==> src/rtl/inst_fetch_pkg.sv <==
// Shared definitions for the instruction fetch stage: widths, the ebreak
// encoding, the default reset PC and the fetch FSM state type.
package inst_fetch_pkg;

  localparam int XLEN = 32;
  localparam logic [XLEN-1:0] EBREAK           = 32'h0010_0073;
  localparam logic [XLEN-1:0] DEFAULT_RESET_PC = 32'h0000_0000;

  typedef enum logic [1:0] {
    S_FETCH = 2'd0,
    S_STOP  = 2'd1,
    S_HALT  = 2'd2
  } state_t;

endpackage

==> src/rtl/fetch_fifo.sv <==
// Small circular buffer holding {pc, inst} fetch entries; flush empties it in one edge.
// Pointers wrap modulo DEPTH, so non-power-of-two depths are handled as well.
module fetch_fifo #(
  parameter int DEPTH = 2,
  parameter int WIDTH = 64,
  localparam int CW = $clog2(DEPTH + 1),
  localparam int PW = (DEPTH > 1) ? $clog2(DEPTH) : 1
) (
  input  logic             clk,
  input  logic             rst,
  input  logic             push,
  input  logic             pop,
  input  logic             flush,
  input  logic [WIDTH-1:0] din,
  output logic [WIDTH-1:0] dout,
  output logic [CW-1:0]    count
);

  logic [WIDTH-1:0] r_mem [DEPTH];
  logic [PW-1:0]    r_wr_ptr;
  logic [PW-1:0]    r_rd_ptr;
  logic [CW-1:0]    r_count;

  function automatic logic [PW-1:0] ptr_inc(input logic [PW-1:0] ptr);
    return (ptr == PW'(DEPTH - 1)) ? '0 : ptr + 1'b1;
  endfunction

  always_ff @(posedge clk or posedge rst) begin
    if (rst) begin
      r_wr_ptr <= '0;
      r_rd_ptr <= '0;
      r_count  <= '0;
    end else if (flush) begin
      r_wr_ptr <= '0;
      r_rd_ptr <= '0;
      r_count  <= '0;
    end else begin
      if (push) r_wr_ptr <= ptr_inc(r_wr_ptr);
      if (pop)  r_rd_ptr <= ptr_inc(r_rd_ptr);
      r_count <= r_count + CW'(push) - CW'(pop);
    end
  end

  // Storage needs no reset: dout is masked whenever the buffer is empty.
  always_ff @(posedge clk) begin
    if (push && !flush) r_mem[r_wr_ptr] <= din;
  end

  assign dout  = (r_count != '0) ? r_mem[r_rd_ptr] : '0;
  assign count = r_count;

endmodule

==> src/rtl/inst_fetch.sv <==
// Instruction fetch: PC register, FETCH/STOP/HALT control and redirect handling
// in front of a small fetch buffer feeding decode.
module inst_fetch
  import inst_fetch_pkg::*;
#(
  parameter logic [XLEN-1:0] RESET_PC   = DEFAULT_RESET_PC,
  parameter int              FIFO_DEPTH = 2
) (
  input  logic            clk,
  input  logic            rst,
  output logic [XLEN-1:0] rom_addr,
  input  logic [XLEN-1:0] rom_inst,
  input  logic            redirect_valid,
  input  logic [XLEN-1:0] redirect_pc,
  output logic            out_valid,
  input  logic            out_ready,
  output logic [XLEN-1:0] out_pc,
  output logic [XLEN-1:0] out_inst,
  output logic            halt
);

  localparam int CW = $clog2(FIFO_DEPTH + 1);

  state_t              r_state;
  state_t              w_state_nxt;
  logic [XLEN-1:0]     r_pc;
  logic [XLEN-1:0]     w_pc_nxt;
  logic                w_push;
  logic                w_flush;
  logic                w_pop;
  logic                w_pop_ebreak;
  logic                w_can_push;
  logic [CW-1:0]       w_count;
  logic [2*XLEN-1:0]   w_head;

  assign w_pop        = out_valid & out_ready;
  assign w_pop_ebreak = w_pop & (w_head[XLEN-1:0] == EBREAK);
  assign w_can_push   = (w_count < CW'(FIFO_DEPTH)) | w_pop;

  always_ff @(posedge clk or posedge rst) begin
    if (rst) begin
      r_state <= S_FETCH;
      r_pc    <= RESET_PC;
    end else begin
      r_state <= w_state_nxt;
      r_pc    <= w_pc_nxt;
    end
  end

  // Priority: consuming an ebreak > redirect > normal fetch.
  always_comb begin
    w_state_nxt = r_state;
    w_pc_nxt    = r_pc;
    w_push      = 1'b0;
    w_flush     = 1'b0;
    case (r_state)
      S_HALT: ;
      default: begin
        if (w_pop_ebreak) begin
          w_state_nxt = S_HALT;
        end else if (redirect_valid) begin
          w_flush     = 1'b1;
          w_pc_nxt    = redirect_pc & ~32'h3;
          w_state_nxt = S_FETCH;
        end else if (r_state == S_FETCH && w_can_push) begin
          w_push   = 1'b1;
          w_pc_nxt = r_pc + 32'd4;
          if (rom_inst == EBREAK) w_state_nxt = S_STOP;
        end
      end
    endcase
  end

  fetch_fifo #(
    .DEPTH (FIFO_DEPTH),
    .WIDTH (2 * XLEN)
  ) u_fifo (
    .clk   (clk),
    .rst   (rst),
    .push  (w_push),
    .pop   (w_pop),
    .flush (w_flush),
    .din   ({r_pc, rom_inst}),
    .dout  (w_head),
    .count (w_count)
  );

  assign rom_addr  = r_pc;
  assign out_valid = (w_count != '0);
  assign out_pc    = w_head[2*XLEN-1:XLEN];
  assign out_inst  = w_head[XLEN-1:0];
  assign halt      = (r_state == S_HALT);

endmodule
==> config.mk <==
export PLATFORM = sky130hd
export DESIGN_NAME = inst_fetch
export DESIGN_NICKNAME = d
export VERILOG_FILES = /design/src/rtl/inst_fetch_pkg.sv /design/src/rtl/fetch_fifo.sv /design/src/rtl/inst_fetch.sv
export SDC_FILE = /design/constraint.sdc
export NUM_CORES = 1
export LEC_CHECK = 0
export CORE_UTILIZATION = 47
export CTS_BUF_LIST = sky130_fd_sc_hd__clkbuf_8
export CTS_CLUSTER_SIZE = 20
export DETAILED_ROUTE_END_ITERATION = 10
export PLACE_DENSITY = 0.76
export REMOVE_ABC_BUFFERS = 1
export SETUP_SLACK_MARGIN = 0.4
export SLEW_MARGIN = 20
export SYNTH_ARGS = -nofsm -noshare
export SYNTH_HDL_FRONTEND = slang
export SYNTH_SLANG_ARGS = --single-unit
==> constraint.sdc <==
create_clock -name clk -period 4.4 [get_ports clk]
set_input_delay 0.88 -clock clk [delete_from_list [all_inputs] [get_ports clk]]
set_output_delay 0.88 -clock clk [all_outputs]
set_load 0.005 [all_outputs]
# Word level (Yosys, flattened, before mapping)
# Memories as Yosys holds them, arrays and structs flattened.
# Index checks and enable logic that the tools add are counted.
dict set report word_totals {
  reg_bits 38
  word_cells 55
  mem_count 1
  in_bits 68
  ramBits 128
  output_inout_bits 98
}
# memory depth width rd rd_clocked_by_memory_dff write_ports line
set memory_table {}
lappend memory_table {u_fifo.r_mem 2 64 1 0 1 fetch_fifo.sv:19} ;# logic [WIDTH-1:0] r_mem [DEPTH];
dict set report op_classes {
  muxes 23
  n_reduce_logical 12
  add_sub_neg 5
  n_eq_ne 3
  n_lt_le_gt_ge 1
  bitwise 5
}
# operator count
set op_table {}
lappend op_table {{$eq 32x21->1 const B} 2}
lappend op_table {{$mux 32} 2}
lappend op_table {{$mux 64} 1}
lappend op_table {{$add 32x3->32 const B} 1}
lappend op_table {{$mux 1} 15}
lappend op_table {{$mux 2} 5}
lappend op_table {{$reduce_bool 2->1} 4}
lappend op_table {{$reduce_and 3->1} 2}
lappend op_table {{$reduce_bool 3->1} 2}
lappend op_table {{$add 1x1->1 const B} 2}
lappend op_table {{$add 2x1->2} 1}
lappend op_table {{$and 1x1->1} 2}
lappend op_table {{$eq 2x2->1 const B} 1}
lappend op_table {{$logic_and 1x1->1} 2}
lappend op_table {{$logic_not 2->1} 1}
lappend op_table {{$lt 2x2->1 const B} 1}
lappend op_table {{$not 1->1} 2}
lappend op_table {{$sub 2x1->2} 1}
lappend op_table {{$logic_not 1->1} 1}
lappend op_table {{$or 1x1->1} 1}

# Longest topological paths before layout
# Gate-level depths: netlist of the first run.
dict set report logic_depth {
  ltp_word 11
  ltp_mapped 16
  mapped_depth_nobuf 11
}

# Hierarchy
# From an unflattened synthesis of the first run, not the netlist that was laid out.
dict set report unflattened {
  hier_cells 572
  hier_area_um2 7532.2
}
# module seq_area_each_um2 cells_each area_per_inst_um2 instances
set modules_own_cells {}
lappend modules_own_cells {fetch_fifo 3943.8 288 5064.9 1}
lappend modules_own_cells {inst_fetch 800.8 284 2467.4 1}

# Worst setup path after synthesis of the first run
# OpenSTA, ideal clock, no wires.
dict set report synth_timing {
  path_type {input port to flip-flop}
  startpoint {in out_ready}
  endpoint {mem u_fifo.r_mem[1][0] (enable)}
  setup_ps 482
  cell_stages 6
  setup_slack_ps -393
  arrival_time_ps 4311
  n_path_buf 1
  t_required_ps 3918
  path_cell_list {nor4bb_1 -> o2111a_1 -> nand4_4 -> clkbuf_1 -> nand2_1 -> nor2_1}
}
dict set report synth_via {
  elab_chain_cells 10
  elab_cells_between_ends 14
  classes_between {8 x mux; 3 x bitwise; 3 x reduce/logical}
}
# element line
set synth_rtl {}
lappend synth_rtl {{start, declared} inst_fetch.sv:16} ;# input logic out_ready,
lappend synth_rtl {{$and 1x1->1 (*)} inst_fetch.sv:36} ;# assign w_pop = out_valid & out_ready;
lappend synth_rtl {{$or 1x1->1} inst_fetch.sv:38} ;# assign w_can_push = (w_count < CW'(FIFO_DEPTH)) | w_pop;
lappend synth_rtl {{$logic_and 1x1->1} inst_fetch.sv:65} ;# end else if (r_state == S_FETCH && w_can_push) begin
lappend synth_rtl {{$mux 1} inst_fetch.sv:65}
lappend synth_rtl {{$mux 1} inst_fetch.sv:61} ;# end else if (redirect_valid) begin
lappend synth_rtl {{$mux 1} inst_fetch.sv:59} ;# if (w_pop_ebreak) begin
lappend synth_rtl {{$mux 1} inst_fetch.sv:56} ;# case (r_state)
lappend synth_rtl {{$logic_and 1x1->1 (*)} fetch_fifo.sv:46} ;# if (push && !flush) r_mem[r_wr_ptr] <= din;
lappend synth_rtl {{$mux 1 (*)} fetch_fifo.sv:46}
lappend synth_rtl {{$mux 1 (not written as such) (*)} fetch_fifo.sv:46}
lappend synth_rtl {{end, declared} fetch_fifo.sv:19}
# Mark *: on every way between the ends. The rest lies on a longest branch, timed or not.

# Final worst setup path of the first run
dict set report layout_timing {
  startpoint {reg u_fifo.r_rd_ptr}
  endpoint {out out_pc[16]}
}
dict set report layout_via {
  elab_chain_cells 2
}
# element line
set layout_rtl {}
lappend layout_rtl {{start, declared} fetch_fifo.sv:21} ;# logic [PW-1:0] r_rd_ptr;
lappend layout_rtl {{start signal, assigned} fetch_fifo.sv:39} ;# if (pop) r_rd_ptr <= ptr_inc(r_rd_ptr);
lappend layout_rtl {{$mem_v2 2x64} --}
lappend layout_rtl {{$mux 64} fetch_fifo.sv:49} ;# assign dout = (r_count != '0) ? r_mem[r_rd_ptr] : '0;
lappend layout_rtl {{end, declared} inst_fetch.sv:17} ;# output logic [XLEN-1:0] out_pc,
# No other way between the ends.

==> results.toml, run 1 <==
[outcome]
status = "finished, final reports clean"

[place]
dp_cells = 916
hpwl_um = 12400
placement.cell_area_sq_um = 9010
io_buffers = 159
place.gp.congestion = 0.910

[critical_path]
r2r-end = "rom_addr[4]"
arrival_ns = 2.75
rr_worst_depth = 7
crit_path_end_kind = "output port"
cp-start-kind = "flop"
cp_data_required_time_ns = 3.52
path_max_fanout = 40
reg2reg_slack_ns = 1.04
critPathKind = "flop to output port"
r2r-start = "u_fifo.r_rd_ptr"

[power_and_ir_drop]
switching_power_mw = 1.49
peakVddDrop_mv = 0.246
leakagePower_nw = 3.31
sequentialPowerShare_pct = 44.3
cellInternalPower_mw = 3.29
pwr_density_cell_nw_per_um2 = 506
clkPwrFrac_pct = 24.3
swShare_pct = 31.1
p_comb_share_pct = 31.4

[routing]
drt_first_pass_iters = 5
drt_iter0_drc = 604
vias_per_cell = 5.84
post_drt_wl_per_cell_um = 19.3
vias = 5535
ant_nets = 0
drt-total-wl_um = 18300
drc = 0

[min_path]
hp-start = "u_fifo.r_wr_ptr"
hold_path_end = "u_fifo.r_wr_ptr"
whs_path_depth = 1
hp-class = "flop to flop"

[global_routing]
antenna_found_initial = 0
grt_pass1_vias = 5465
grt-ovfl-total = 0
grt_pass1_wl_um = 29200
grt_usage_pct = 24.0
grt_max_degree = 43

[clock_tree]
cts_buffers = 17
clk_path_buf_depth = 2
cts_sinks = 160
clk_pin_slew_ns = 0.09
hold_buffers = 0
cts_resized = 0
cts_setup_buffers = 0
htree_levels = 4
cts_tree = "built"
insertion_delay_ns = 0.45
clockRootBuffer = "clkbuf_8"

[synth]
ys.flop_type = "edfxtp_1"
synth_area_sq_um = 7250
ys_seq_area_share_pct = 63.8
ys_seq_elements = 160
synth-edff-count = 124
synthTopCellsByArea = "edfxtp_1 (51%), dfrtp_1 (12%), mux2i_1 (9.0%)"
netlist_instances = 588
async_flop_share_pct = 22.5
syn_area_per_cell_sq_um = 12.3
yosysWarnings = 0
yosysTopAreaCell = "edfxtp_1"
synth_top_area_share_pct = 51.4
ys_types = 55

[floorplan]
rows = 45
ios = 166
core-area_sq_um = 15100
initial_utilization_pct = 47.8
dieArea_sq_um = 15900
die_h_um = 126
fp.dieW_um = 126

[timing]
rsz0062_at_grt = "false"
hold_viol = 0
worst_pin_slew_ns = 1.02
min_period_ns = 3.63
setup_tns_ns = 0
drv_slew = 0
setup_viol = 0
slew_headroom_pct = 31.4
clock_skew_ns = 0.0134
max_freq_mhz = 275
layout_worst_path_cycle_share_pct = 82.6

[finish]
fillers = 1183
fin_nets = 818
fin_cells = 948
syn2layout_area_growth_pct = 30.2
final_area_sq_um = 9440
insertedDiodeCount = 0
drive_gt1_share_pct = 7.37

[job]
cap_violations = 0
[cell usage after synthesis, drive strengths merged, types with 2 or more instances]
cell type and n:
edfxtp 124, a211o 2, nor4b 3, nand2b 2
and3 5, or3b 3, a32oi 3, clkbuf 17
inv 13, buf 19, o211ai 2, nand3 14
a211oi 2, a21oi 46, mux2i 65, nor4 13
and4 3, and2 2, a31oi 11, xnor2 2
nand2 25, nor3 11, ha 3, nor2 89
or3 2, o21ai 30, or4 2, nor2b 2
o21bai 4, nor4bb 3, nand4 9, o22ai 5
dfrtp 36, o2bb2ai 4
[state kept, by name, indices dropped and copies added, names as in the netlist]
signal	flops
u_fifo.count	2
rom_addr	30
r_state	2
u_fifo.r_rd_ptr	1
u_fifo.r_mem	124
u_fifo.r_wr_ptr	1
[per-layer routing]
metal  part of all wire (%)  global-route usage (%)  wire length (um)  vias up
li1                       -                       -                 -     2520
met1                     44                    32.3              7960     2686
met2                     48                    39.3              8790      313
met3                    7.7                    6.07              1400       16
met4                   0.71                    5.32               129        0
met5                      0                       0                 0        -
[logic make-up (layout without fill, tap and decap cells)]
family | count (synthesis) | after routing | share of synthesized area (%)
AND/OR/NAND/NOR | 189 | 189 | 13.0
flip-flops | 160 | 160 | 63.8
AO/OA/AOI/OAI | 117 | 117 | 9.65
multiplexers | 66 | 66 | 9.18
buffers and inverters | 49 | 218 | 3.42
adder cells (fa/ha/maj) | 3 | 3 | 0.518
XOR/XNOR | 3 | 3 | 0.363
other | 1 | 4 | 0.0517
[critical path, stage by stage (launching register included)]
cell and delay (ns):
dfrtp_4 0.83, buf_4 0.58, mux2i_1 0.15, nor2_1 0.19, clkdlybuf4s50_1 0.55
[power groups by stage]
stage	Clock, mW	Combinational [mW]	Sequential [mW]
detailed placement	0	1.50	2.15
floorplan	0	0.705	2.13
global route	1.26	1.63	2.15
global placement	0	1.48	2.13
finish	1.16	1.50	2.12
CTS	1.18	1.51	2.12
[per-stage QoR]
stage	hold slack (ns)	setup slack, ns	util (%)	total power [mW]
after floorplan	0.459	-2.14	-	2.84
after global placement	0.479	1.11	59.5	3.62
after detailed placement	0.511	1.05	59.5	3.65
after CTS	0.531	0.716	62.3	4.81
after global routing	0.553	0.587	62.3	5.04
final	0.529	0.766	62.3	4.77
[layout make-up]
class	instances	area, sq um	area share, %
sequential	160	4630	49.0
multi-input combinational	382	2400	25.5
timing repair buffer	173	1700	18.0
tap	188	235	2.49
clock buffer	17	234	2.48
clock inverter	15	194	2.05
inverter	13	48.8	0.517
[worst max-delay path by stage]
| stage | start | to | slack (ns) | cells after the start |
|---|---|---|---|---|
| after global placement | out_ready | rom_addr[2] | 1.11 | 6 |
| after CTS | u_fifo.r_rd_ptr | out_pc[16] | 0.72 | 4 |
| after global routing | u_fifo.r_rd_ptr | out_pc[16] | 0.59 | 4 |
| after floorplan | u_fifo.count[1] | u_fifo.r_mem[1][0] | -2.14 | 6 |
| final | u_fifo.r_rd_ptr | out_pc[16] | 0.77 | 4 |
| after detailed placement | out_ready | rom_addr[4] | 1.05 | 6 |
[cell usage in the layout, fill, tap and decap left out, types with 4 or more instances in the layout]
master / Yosys / layout
clkbuf_8: 0 / 17
dfrtp_1: 36 / 35
inv_6: 0 / 8
o21ai_1: 11 / 11
a21oi_1: 46 / 46
nor3_1: 11 / 11
nor4_1: 11 / 11
conb_1: 1 / 4
and3_1: 5 / 4
mux2i_1: 65 / 65
clkdlybuf4s50_1: 0 / 159
edfxtp_1: 124 / 124
nand2_1: 25 / 25
inv_1: 13 / 13
o21bai_1: 4 / 4
o22ai_1: 5 / 5
a31oi_1: 11 / 11
nor2_1: 88 / 86
buf_4: 6 / 14
nand4_1: 8 / 8
o2bb2ai_1: 4 / 4
nand3_1: 14 / 14
o21ai_0: 19 / 19
No activity file was read; power rests on OpenSTA's default activity.
==> run 2: changes to the inputs <==
--- a/config.mk
+++ b/config.mk
@@ -5,11 +5,11 @@
 export SDC_FILE = /design/constraint.sdc
 export NUM_CORES = 1
 export LEC_CHECK = 0
-export CORE_UTILIZATION = 47
+export CORE_UTILIZATION = 52
 export CTS_BUF_LIST = sky130_fd_sc_hd__clkbuf_8
 export CTS_CLUSTER_SIZE = 20
 export DETAILED_ROUTE_END_ITERATION = 10
-export PLACE_DENSITY = 0.76
+export PLACE_DENSITY = 0.79
 export REMOVE_ABC_BUFFERS = 1
 export SETUP_SLACK_MARGIN = 0.4
 export SLEW_MARGIN = 20
==> constraint.sdc (replaced) <==
create_clock -name clk -period 3.4 [get_ports clk]
set_input_delay 0.68 -clock clk [delete_from_list [all_inputs] [get_ports clk]]
set_output_delay 0.68 -clock clk [all_outputs]
set_load 0.005 [all_outputs]
==> results.toml, run 2 (synthesized netlist as in run 1, its figures left out) <==
[outcome]
status = "finished, final reports clean"

[clock_tree]
clockRootBuffer = "clkbuf_8"
clk_path_buf_depth = 2
htree_levels = 4
insertion_delay_ns = 0.46
cts_sinks = 160
cts_tree = "built"
cts_buffers = 17
clk_pin_slew_ns = 0.09

[timing]
worst_pin_slew_ns = 0.871
setup_viol = 0
setup_slack_ns = 0.436
layout_worst_path_cycle_share_pct = 87.2
rsz0062_at_grt = "false"
setup_tns_ns = 0
min_period_ns = 2.96
slew_headroom_pct = 41.9
hold_viol = 0
max_freq_mhz = 337
clock_skew_ns = 0.0189
drv_slew = 0

[global_routing]
grt_pass1_vias = 5473
grt_max_degree = 45
antenna_found_initial = 0
grt_usage_pct = 26.4
grt_pass1_wl_um = 28500
grt-ovfl-total = 0

[critical_path]
critPathKind = "flop to flop"
path_max_fanout = 7
cp_data_required_time_ns = 3.73
arrival_ns = 3.29
cp-start-kind = "flop"
crit_path_end_kind = "flop"

[finish]
seqCellArea_sq_um = 4630
largest_register = "u_fifo.r_mem"
multiInputGateArea_sq_um = 2420
insertedDiodeCount = 0
syn2layout_area_growth_pct = 33.5
final_common_cell = "clkdlybuf4s50_1"
fin_nets = 835
most-common-layout-cells = "clkdlybuf4s50_1 (159), edfxtp_1 (124), nor2_1 (86), mux2i_1 (65), a21oi_1 (46)"
final_util_pct = 72.2
largest_reg_flops = 124
drive_gt1_share_pct = 9.40
fillers = 950

[floorplan]
ios = 166
die_h_um = 120
rows = 42
core-area_sq_um = 13400
fp.dieW_um = 120
dieArea_sq_um = 14400
initial_utilization_pct = 54.1

[power_and_ir_drop]
p_comb_share_pct = 33.5
switching_power_mw = 1.94
cellInternalPower_mw = 4.56
swShare_pct = 29.8
sequentialPowerShare_pct = 41.2
peakVddDrop_mv = 0.365
pwr_density_cell_nw_per_um2 = 672
leakagePower_nw = 3.45
clkPwrFrac_pct = 25.3

[place]
io_buffers = 159
hpwl_um = 12500
post-place-ws_ns = 0.307
place.gp.congestion = 0.920

[routing]
drt_iter0_drc = 603
vias_per_cell = 5.82
vias = 5548
post_drt_wl_per_cell_um = 19.8
ant_nets = 0
drt-total-wl_um = 18900
drc = 0
drt_first_pass_iters = 5

[min_path]
hp-class = "flop to flop"

[job]
cap_violations = 0
==> run 2: timing repair <==
action / in CTS / in global routing
resized for setup: 2 / 5
setup endpoints to repair: 33 / 48
setup buffers: 1 / 9
hold buffers: 0 / 0
pin swaps: 0 / 2
==> run 2: stage by stage <==
| step | hold slack (ns) | area, sq um | power, mW | instances |
|---|---|---|---|---|
| after floorplan | 0.459 | 7060 | 3.67 | 555 |
| after global placement | 0.474 | 9070 | 4.71 | 911 |
| after detailed placement | 0.508 | 9070 | 4.77 | 911 |
| after CTS | 0.530 | 9570 | 6.42 | 944 |
| after global routing | 0.554 | 9670 | 6.79 | 953 |
| final | 0.525 | 9670 | 6.50 | 953 |
==> run 2: power by group through the flow <==
stage,Clock [mW],Sequential (mW),Combinational [mW]
detailed placement,0,2.76,2.01
finish,1.65,2.68,2.18
floorplan,0,2.76,0.912
global placement,0,2.74,1.97
global route,1.74,2.71,2.34
CTS,1.67,2.70,2.06
==> run 2: critical path: stages, from the launching register on <==
cell	delay, ns
dfrtp_4	0.53
buf_4	0.21
mux2i_1	0.16
or3b_4	0.42
nor4_4	0.39
nand4_4	0.19
nand2_4	0.11
ha_1	0.22
inv_1	0.06
ha_1	0.16
xor2_1	0.19
xnor2_1	0.14
nor2_1	0.06
==> run 2: final cells by class <==
cell class / count / area share, %
clock buffers: 17 / 2.42
well taps: 176 / 2.28
clock inverters: 15 / 2.53
multi-input cells: 382 / 25.0
flip-flops and latches: 160 / 47.8
inverters: 13 / 0.504
repair buffers: 190 / 19.4
==> run 2: path summary, 6_finish.rpt <==
check / cells after the start / slack (ns) / to / startpoint
setup / recovery: 12 / 0.44 / u_fifo.count[1] / u_fifo.r_rd_ptr
hold / removal: 2 / 0.52 / r_state[1] / r_state[1]
setup reg to reg: 12 / 0.44 / u_fifo.count[1] / u_fifo.r_rd_ptr
hold reg to reg: 2 / 0.52 / r_state[1] / r_state[1]
max in group asynchronous: 3 / 1.93 / rom_addr[20] / rst
min in group asynchronous: 2 / 0.71 / rom_addr[5] / rst
==> run 2: metal layers <==
metal / share of wire (%) / vias to the layer above / track usage (%) / wire, um
li1: - / 2548 / - / -
met3: 8.9 / 28 / 6.75 / 1680
met2: 49 / 294 / 43.2 / 9270
met1: 40 / 2678 / 34.0 / 7620
met5: 0 / - / 0 / 0
met4: 1.7 / 0 / 9.06 / 323
